## src/rtl/hazard_ctrl_if.sv

```systemverilog
// Pipeline-to-hazard-controller signal bundle: D/EX instruction info in, stall/flush controls out.
interface hazard_ctrl_if;
  logic [4:0] D_rs1;
  logic [4:0] D_rs2;
  logic       D_use_rs1;
  logic       D_use_rs2;
  logic [4:0] EX_rd;
  logic       EX_ld;
  logic       EX_mul;
  logic       EX_taken;
  logic       stall_F;
  logic       stall_D;
  logic       flush_D;
  logic       mul_busy;
  logic       mul_done;

  modport master (
    output D_rs1, D_rs2, D_use_rs1, D_use_rs2, EX_rd, EX_ld, EX_mul, EX_taken,
    input  stall_F, stall_D, flush_D, mul_busy, mul_done
  );

  modport slave (
    input  D_rs1, D_rs2, D_use_rs1, D_use_rs2, EX_rd, EX_ld, EX_mul, EX_taken,
    output stall_F, stall_D, flush_D, mul_busy, mul_done
  );
endinterface

```

## src/rtl/hazard_ctrl.sv

```systemverilog
// Hazard controller: load-use stall, multi-cycle multiply wait, taken-branch flush.
// Optional HAZARD_PERF_EN adds stall-cycle and flush-cycle performance counters.
module hazard_ctrl #(
  parameter int unsigned MUL_LAT = 3
) (
  input  logic              clk,
  input  logic              rst,
`ifdef HAZARD_PERF_EN
  hazard_ctrl_if.slave      bus,
  output logic [31:0]       perf_stall_cyc,
  output logic [31:0]       perf_flush_cnt
`else
  hazard_ctrl_if.slave      bus
`endif
);

  typedef enum logic [0:0] {
    ST_RUN      = 1'b0,
    ST_MUL_WAIT = 1'b1
  } state_t;

  localparam logic [3:0] MUL_WAIT_CYC = 4'(MUL_LAT - 1);
  localparam bit         MUL_HAS_WAIT = (MUL_LAT > 1);

  state_t     r_state;
  state_t     w_state_nxt;
  logic [3:0] r_cnt;
  logic [3:0] w_cnt_nxt;
  logic       w_lu;
  logic       w_rs1_hit;
  logic       w_rs2_hit;

  // x0 is hardwired zero, so a load targeting it never creates a dependency
  assign w_rs1_hit = bus.D_use_rs1 && (bus.D_rs1 == bus.EX_rd);
  assign w_rs2_hit = bus.D_use_rs2 && (bus.D_rs2 == bus.EX_rd);
  assign w_lu      = bus.EX_ld && (bus.EX_rd != 5'd0) && (w_rs1_hit || w_rs2_hit);

  // Next-state and control-output decode
  always_comb begin
    w_state_nxt  = r_state;
    w_cnt_nxt    = r_cnt;
    bus.stall_F  = 1'b0;
    bus.stall_D  = 1'b0;
    bus.flush_D  = 1'b0;
    bus.mul_busy = 1'b0;
    bus.mul_done = 1'b0;
    if (rst) begin
      w_state_nxt = ST_RUN;
      w_cnt_nxt   = 4'd0;
    end else begin
      case (r_state)
        ST_RUN: begin
          if (bus.EX_taken) begin
            bus.flush_D = 1'b1;
          end else if (w_lu) begin
            bus.stall_F = 1'b1;
            bus.stall_D = 1'b1;
          end else begin
            bus.flush_D = 1'b0;
          end
          if (bus.EX_mul && MUL_HAS_WAIT) begin
            w_state_nxt = ST_MUL_WAIT;
            w_cnt_nxt   = MUL_WAIT_CYC;
          end else begin
            w_state_nxt = ST_RUN;
          end
        end
        ST_MUL_WAIT: begin
          // EX holds a bubble here, so EX_* inputs are deliberately not looked at
          bus.stall_F  = 1'b1;
          bus.stall_D  = 1'b1;
          bus.mul_busy = 1'b1;
          w_cnt_nxt    = r_cnt - 4'd1;
          if (r_cnt == 4'd1) begin
            bus.mul_done = 1'b1;
            w_state_nxt  = ST_RUN;
          end else if (r_cnt == 4'd0) begin
            w_state_nxt = ST_RUN;
            w_cnt_nxt   = 4'd0;
          end else begin
            w_state_nxt = ST_MUL_WAIT;
          end
        end
        default: begin
          w_state_nxt = ST_RUN;
          w_cnt_nxt   = 4'd0;
        end
      endcase
    end
  end

  // State and wait-counter registers
  always_ff @(posedge clk) begin
    if (rst) begin
      r_state <= ST_RUN;
      r_cnt   <= 4'd0;
    end else begin
      r_state <= w_state_nxt;
      r_cnt   <= w_cnt_nxt;
    end
  end

`ifdef HAZARD_PERF_EN
  logic [31:0] r_perf_stall;
  logic [31:0] r_perf_flush;

  // Event counters; natural 32-bit wrap
  always_ff @(posedge clk) begin
    if (rst) begin
      r_perf_stall <= 32'd0;
      r_perf_flush <= 32'd0;
    end else begin
      r_perf_stall <= r_perf_stall + {31'd0, bus.stall_D};
      r_perf_flush <= r_perf_flush + {31'd0, bus.flush_D};
    end
  end

  assign perf_stall_cyc = r_perf_stall;
  assign perf_flush_cnt = r_perf_flush;
`endif

endmodule

```

## src/flat_wrapper.sv

```systemverilog
// flat-port wrapper written by rule: the top's interface ports become plain ports
module hazard_ctrl_flat 
#(
  parameter int unsigned MUL_LAT = 3
)
  (clk, rst, bus_D_rs1, bus_D_rs2, bus_D_use_rs1, bus_D_use_rs2, bus_EX_rd, bus_EX_ld, bus_EX_mul, bus_EX_taken, bus_stall_F, bus_stall_D, bus_flush_D, bus_mul_busy, bus_mul_done);
  hazard_ctrl_if bus_i ();
  input  logic clk;
  input  logic rst;
  input wire logic [$bits(bus_i.D_rs1)-1:0] bus_D_rs1;
  input wire logic [$bits(bus_i.D_rs2)-1:0] bus_D_rs2;
  input wire logic [$bits(bus_i.D_use_rs1)-1:0] bus_D_use_rs1;
  input wire logic [$bits(bus_i.D_use_rs2)-1:0] bus_D_use_rs2;
  input wire logic [$bits(bus_i.EX_rd)-1:0] bus_EX_rd;
  input wire logic [$bits(bus_i.EX_ld)-1:0] bus_EX_ld;
  input wire logic [$bits(bus_i.EX_mul)-1:0] bus_EX_mul;
  input wire logic [$bits(bus_i.EX_taken)-1:0] bus_EX_taken;
  output wire logic [$bits(bus_i.stall_F)-1:0] bus_stall_F;
  output wire logic [$bits(bus_i.stall_D)-1:0] bus_stall_D;
  output wire logic [$bits(bus_i.flush_D)-1:0] bus_flush_D;
  output wire logic [$bits(bus_i.mul_busy)-1:0] bus_mul_busy;
  output wire logic [$bits(bus_i.mul_done)-1:0] bus_mul_done;
  assign bus_i.D_rs1 = bus_D_rs1;
  assign bus_i.D_rs2 = bus_D_rs2;
  assign bus_i.D_use_rs1 = bus_D_use_rs1;
  assign bus_i.D_use_rs2 = bus_D_use_rs2;
  assign bus_i.EX_rd = bus_EX_rd;
  assign bus_i.EX_ld = bus_EX_ld;
  assign bus_i.EX_mul = bus_EX_mul;
  assign bus_i.EX_taken = bus_EX_taken;
  assign bus_stall_F = bus_i.stall_F;
  assign bus_stall_D = bus_i.stall_D;
  assign bus_flush_D = bus_i.flush_D;
  assign bus_mul_busy = bus_i.mul_busy;
  assign bus_mul_done = bus_i.mul_done;
  hazard_ctrl #(.MUL_LAT(MUL_LAT)) u_core (.clk(clk), .rst(rst), .bus(bus_i));
endmodule
```

## config.mk

```make
export PLATFORM = sky130hd
export DESIGN_NAME = hazard_ctrl_flat
export DESIGN_NICKNAME = d
export VERILOG_FILES = /design/src/rtl/hazard_ctrl_if.sv /design/src/rtl/hazard_ctrl.sv /design/src/flat_wrapper.sv
export SDC_FILE = /design/constraint.sdc
export NUM_CORES = 1
export LEC_CHECK = 0
export CORE_AREA = 3 3 43 45
export CTS_CLUSTER_SIZE = 8
export DETAILED_ROUTE_END_ITERATION = 6
export DIE_AREA = 0 0 46 48
export DONT_BUFFER_PORTS = 1
export HOLD_SLACK_MARGIN = 0.08
export SLEW_MARGIN = 20
export SYNTH_ARGS = -nofsm -noshare
export SYNTH_HDL_FRONTEND = slang
export SYNTH_SLANG_ARGS = --single-unit
```

## constraint.sdc

```tcl
create_clock -name clk -period 2 [get_ports clk]
set_clock_uncertainty 0.15 [all_clocks]
set_input_delay 0 -clock clk [delete_from_list [all_inputs] [get_ports clk]]
set_output_delay 0 -clock clk [all_outputs]
set_load 0.05 [all_outputs]
```

==> results.md <==
- Filler instances: roughly 160
- Pwr dens: 662.9 nW/µm²
- Slew @ Worst Pin: ~0.29 ns
- Initial antenna violation count: 0
- Status: finished clean
- Delay-heaviest family, CP: simple AND/OR/NAND/NOR gates
- CP max FO: 4
- MaxCap Viol Count: 0
- Final hold vios: 0
- Max incr delay on CP: roughly 0.39 ns
- DR iter-0 viols: 5
- Full die area: about 2200 µm²
- H-tree depth: 1
- Max Fclk: around 660 MHz
- WL/cell: 12.50 µm
- Crit path cell chain: inv_1 -> ha_1 -> nor4b_2 -> nor2b_2 -> nand3b_1 -> a21oi_1
- # IOs: 27
- Synth Warn #: 0
- FFs w/ async S/R, synth: 0
- Lkg Pwr: around 0.21 nW
- Maximum vdd drop: between 0.0003 and 0.0004 V
- Via density per instance: 5.325
- Area after DPL: 505.5 µm²
- CTS root buffer: clkbuf_4
- Overall global routing resource usage: 0.09091
- Core area: 1506 µm²
- Post-CTS setup repair buffer count: 0
- Crit-path slowest cell: dfxtp_1
- # rows: 14
- Worst rel slew slack: 0.8086
- Layout cells sized above 1: 0.1875
- Yosys top cell area share: 0.2216
- Top_reg_cell synth: dfxtp_1
- Post-synth top area cell: dfxtp_1
- Register area: 100.1 µm²
- Largest family of logic cells by synthesized area: simple AND/OR/NAND/NOR gates
- Seq/Total Area, Yosys: 0.2216
- DR vias: 426
- Number of cells on the critical path: 6
- CP Capture Type: flip-flop
- Skew-Pair Late Insertion Delay: ~0.25 ns
- Cells after DPL: between 70 and 80
- Simple-Gate Fraction of Synth Area: 0.2853
- ANT nets after route: 0
- Post-route cell area: 551.8 µm²
- Die X: 46 µm
- Post-Route WL: roughly 1.0 mm
- PortBufs: 0
- #FFs+latches synth: 5
- Setup CP Type: flip-flop to flip-flop
- CTS Buffer Depth: 2
- Fin nets: 90
- Clock slew at reported path FFs: around 0.050 ns
- Synth top area cells: dfxtp_1 (22%), xnor2_1 (19%), ha_1 (8.3%)
- TritonCTS buffer count: 3
- Compound-Gate Fraction of Synth Area: 0.1413
- Max-slew violations: 0
- Global-route wire length before repair: between 1 and 1.5 mm
- Fin crit period: approximately 1.5 ns
- GRT overflow: 0
- Mapped Area: approximately 450 µm²
- Tcrit/Tclk final: 0.7553
- Worst endpoint data arrival time: between 1.5 and 2 ns
- Setup Viol. Count Final: 0
- Area occupied by multi-input gates: roughly 340 µm²
- Drt drc: 0
- Mapped Cells: 57
- DR pass1 iterations: 4
- Largest net degree at the start of global routing: 10
- Required time of the critical path: 2.03 ns
- Worst hold stages: 2
- RSZ-0062 raised after global routing: false
- Syn_nets: 82
- Layout Cells excl Fill: 80
- Vias in the first global route: just under 400
- Setup tns final: 0 ns
- Area delta synth->final: 22.16%
- Synth cell types: 25
- Adder-cell area share of the yosys netlist: 0.08310
- Gpl congestion: 0.8306
- Mux contribution to synthesized area: 0.02216
- Hold WS: 0.1615 ns
- Xor and xnor area share after synthesis: 0.1939
- Initial Util: 0.2998
- Synth cell count leaders: xnor2_1 (10), nor2_1 (6), dfxtp_1 (5)
- Die Y: between 40 and 50 µm
- ANT cells: 0
- Element type at the critical path start: flip-flop
- CTS tree: done
- Buf/Inv on CP: 1
- Worst hold-check path type: input port to primary output
- Count leader, synth: xnor2_1
- Worst r2r path cells: 6
- Clock sink count: 5
- Post-synth EDFFs: 0
- Avg Cell Area, Syn: between 7 and 8 µm²
-- final cells by class --
| type | count | area share |
|---|---|---|
| Sequential cell | 5 | 0.1814 |
| Tap cell | 16 | 0.03628 |
| Inverter | 2 | 0.01361 |
| Multi-Input combinational cell | 47 | 0.6077 |
| Timing Repair Buffer | 6 | 0.1134 |
| Clock buffer | 4 | 0.04762 |
-- logic make-up after synthesis --
family	after synthesis
simple gates	23
xor+xnor	10
fa+ha+maj	3
flops	5
mux	1
compound gates	10
buf+inv	5
-- timing repair --
action                                  CTS  global route
endpoints found under the setup margin    0             0
hold endpoints to repair                  7             0
resized for setup                         0             0
hold buffers                              2             0
-- metal layers --
metal | wire length [µm] | vias up | GRT usage
li1 | - | 211 | -
met1 | 366 | 187 | 0.08407
met2 | 486 | 28 | 0.1731
met3 | 148 | 0 | 0.04887
met4 | 0 | 0 | 0.02273
met5 | 0 | - | 0
-- layout by cell type, fill, tap and decap left out --
cell / synthesis / layout
dfxtp_1: 5 / 5
buf_12: 0 / 1
nand2_1: 4 / 4
and3_1: 1 / 1
mux2i_1: 1 / 1
nor4b_2: 1 / 1
nor2b_2: 1 / 2
nor4_1: 1 / 1
o21ai_0: 4 / 4
inv_1: 2 / 2
nor2b_1: 2 / 1
nor3b_2: 0 / 1
o22ai_1: 1 / 1
nor2_1: 6 / 6
nor3_1: 3 / 3
clkbuf_1: 1 / 1
buf_4: 1 / 3
dlygate4sd3_1: 0 / 2
a21oi_1: 2 / 2
clkbuf_4: 0 / 3
nand3b_1: 1 / 1
a41o_1: 1 / 1
o31a_2: 1 / 1
nand4_1: 2 / 2
ha_1: 3 / 3
o31ai_1: 1 / 1
xnor2_1: 10 / 10
-- flip-flops by register name (all words and copies together), names as in the netlist --
| signal | count |
|---|---|
| u_core.r_cnt | 4 |
| u_core.r_state | 1 |
-- per-stage QoR --
stage	utilization	worst slack, ns	power (mW)
global placement	0.3355	0.5373	0.2393
CTS	0.3663	0.5001	0.3689
floorplan	-	0.1279	0.2215
detailed placement	0.3355	0.5306	0.2418
finish	0.3663	0.4895	0.3658
global route	0.3663	0.3778	0.3862
-- power breakdown --
| part | internal (mW) | switching, mW |
|---|---|---|
| clock network | 0.0756 | 0.0434 |
| logic | 0.0592 | 0.0635 |
| registers | 0.110 | 0.0142 |
| total | 0.245 | 0.121 |
-- path summary, 6_finish.rpt --
kind                                   endpoint             from  slack, ns
worst max-delay path            u_core.r_cnt[2]  u_core.r_cnt[0]       0.49
worst min-delay path                bus_flush_D     bus_EX_taken       0.16
worst max register to register  u_core.r_cnt[2]  u_core.r_cnt[0]       0.49
worst min register to register  u_core.r_cnt[3]  u_core.r_cnt[3]       0.40
Note: power is estimated with default switching activity, not from simulation.
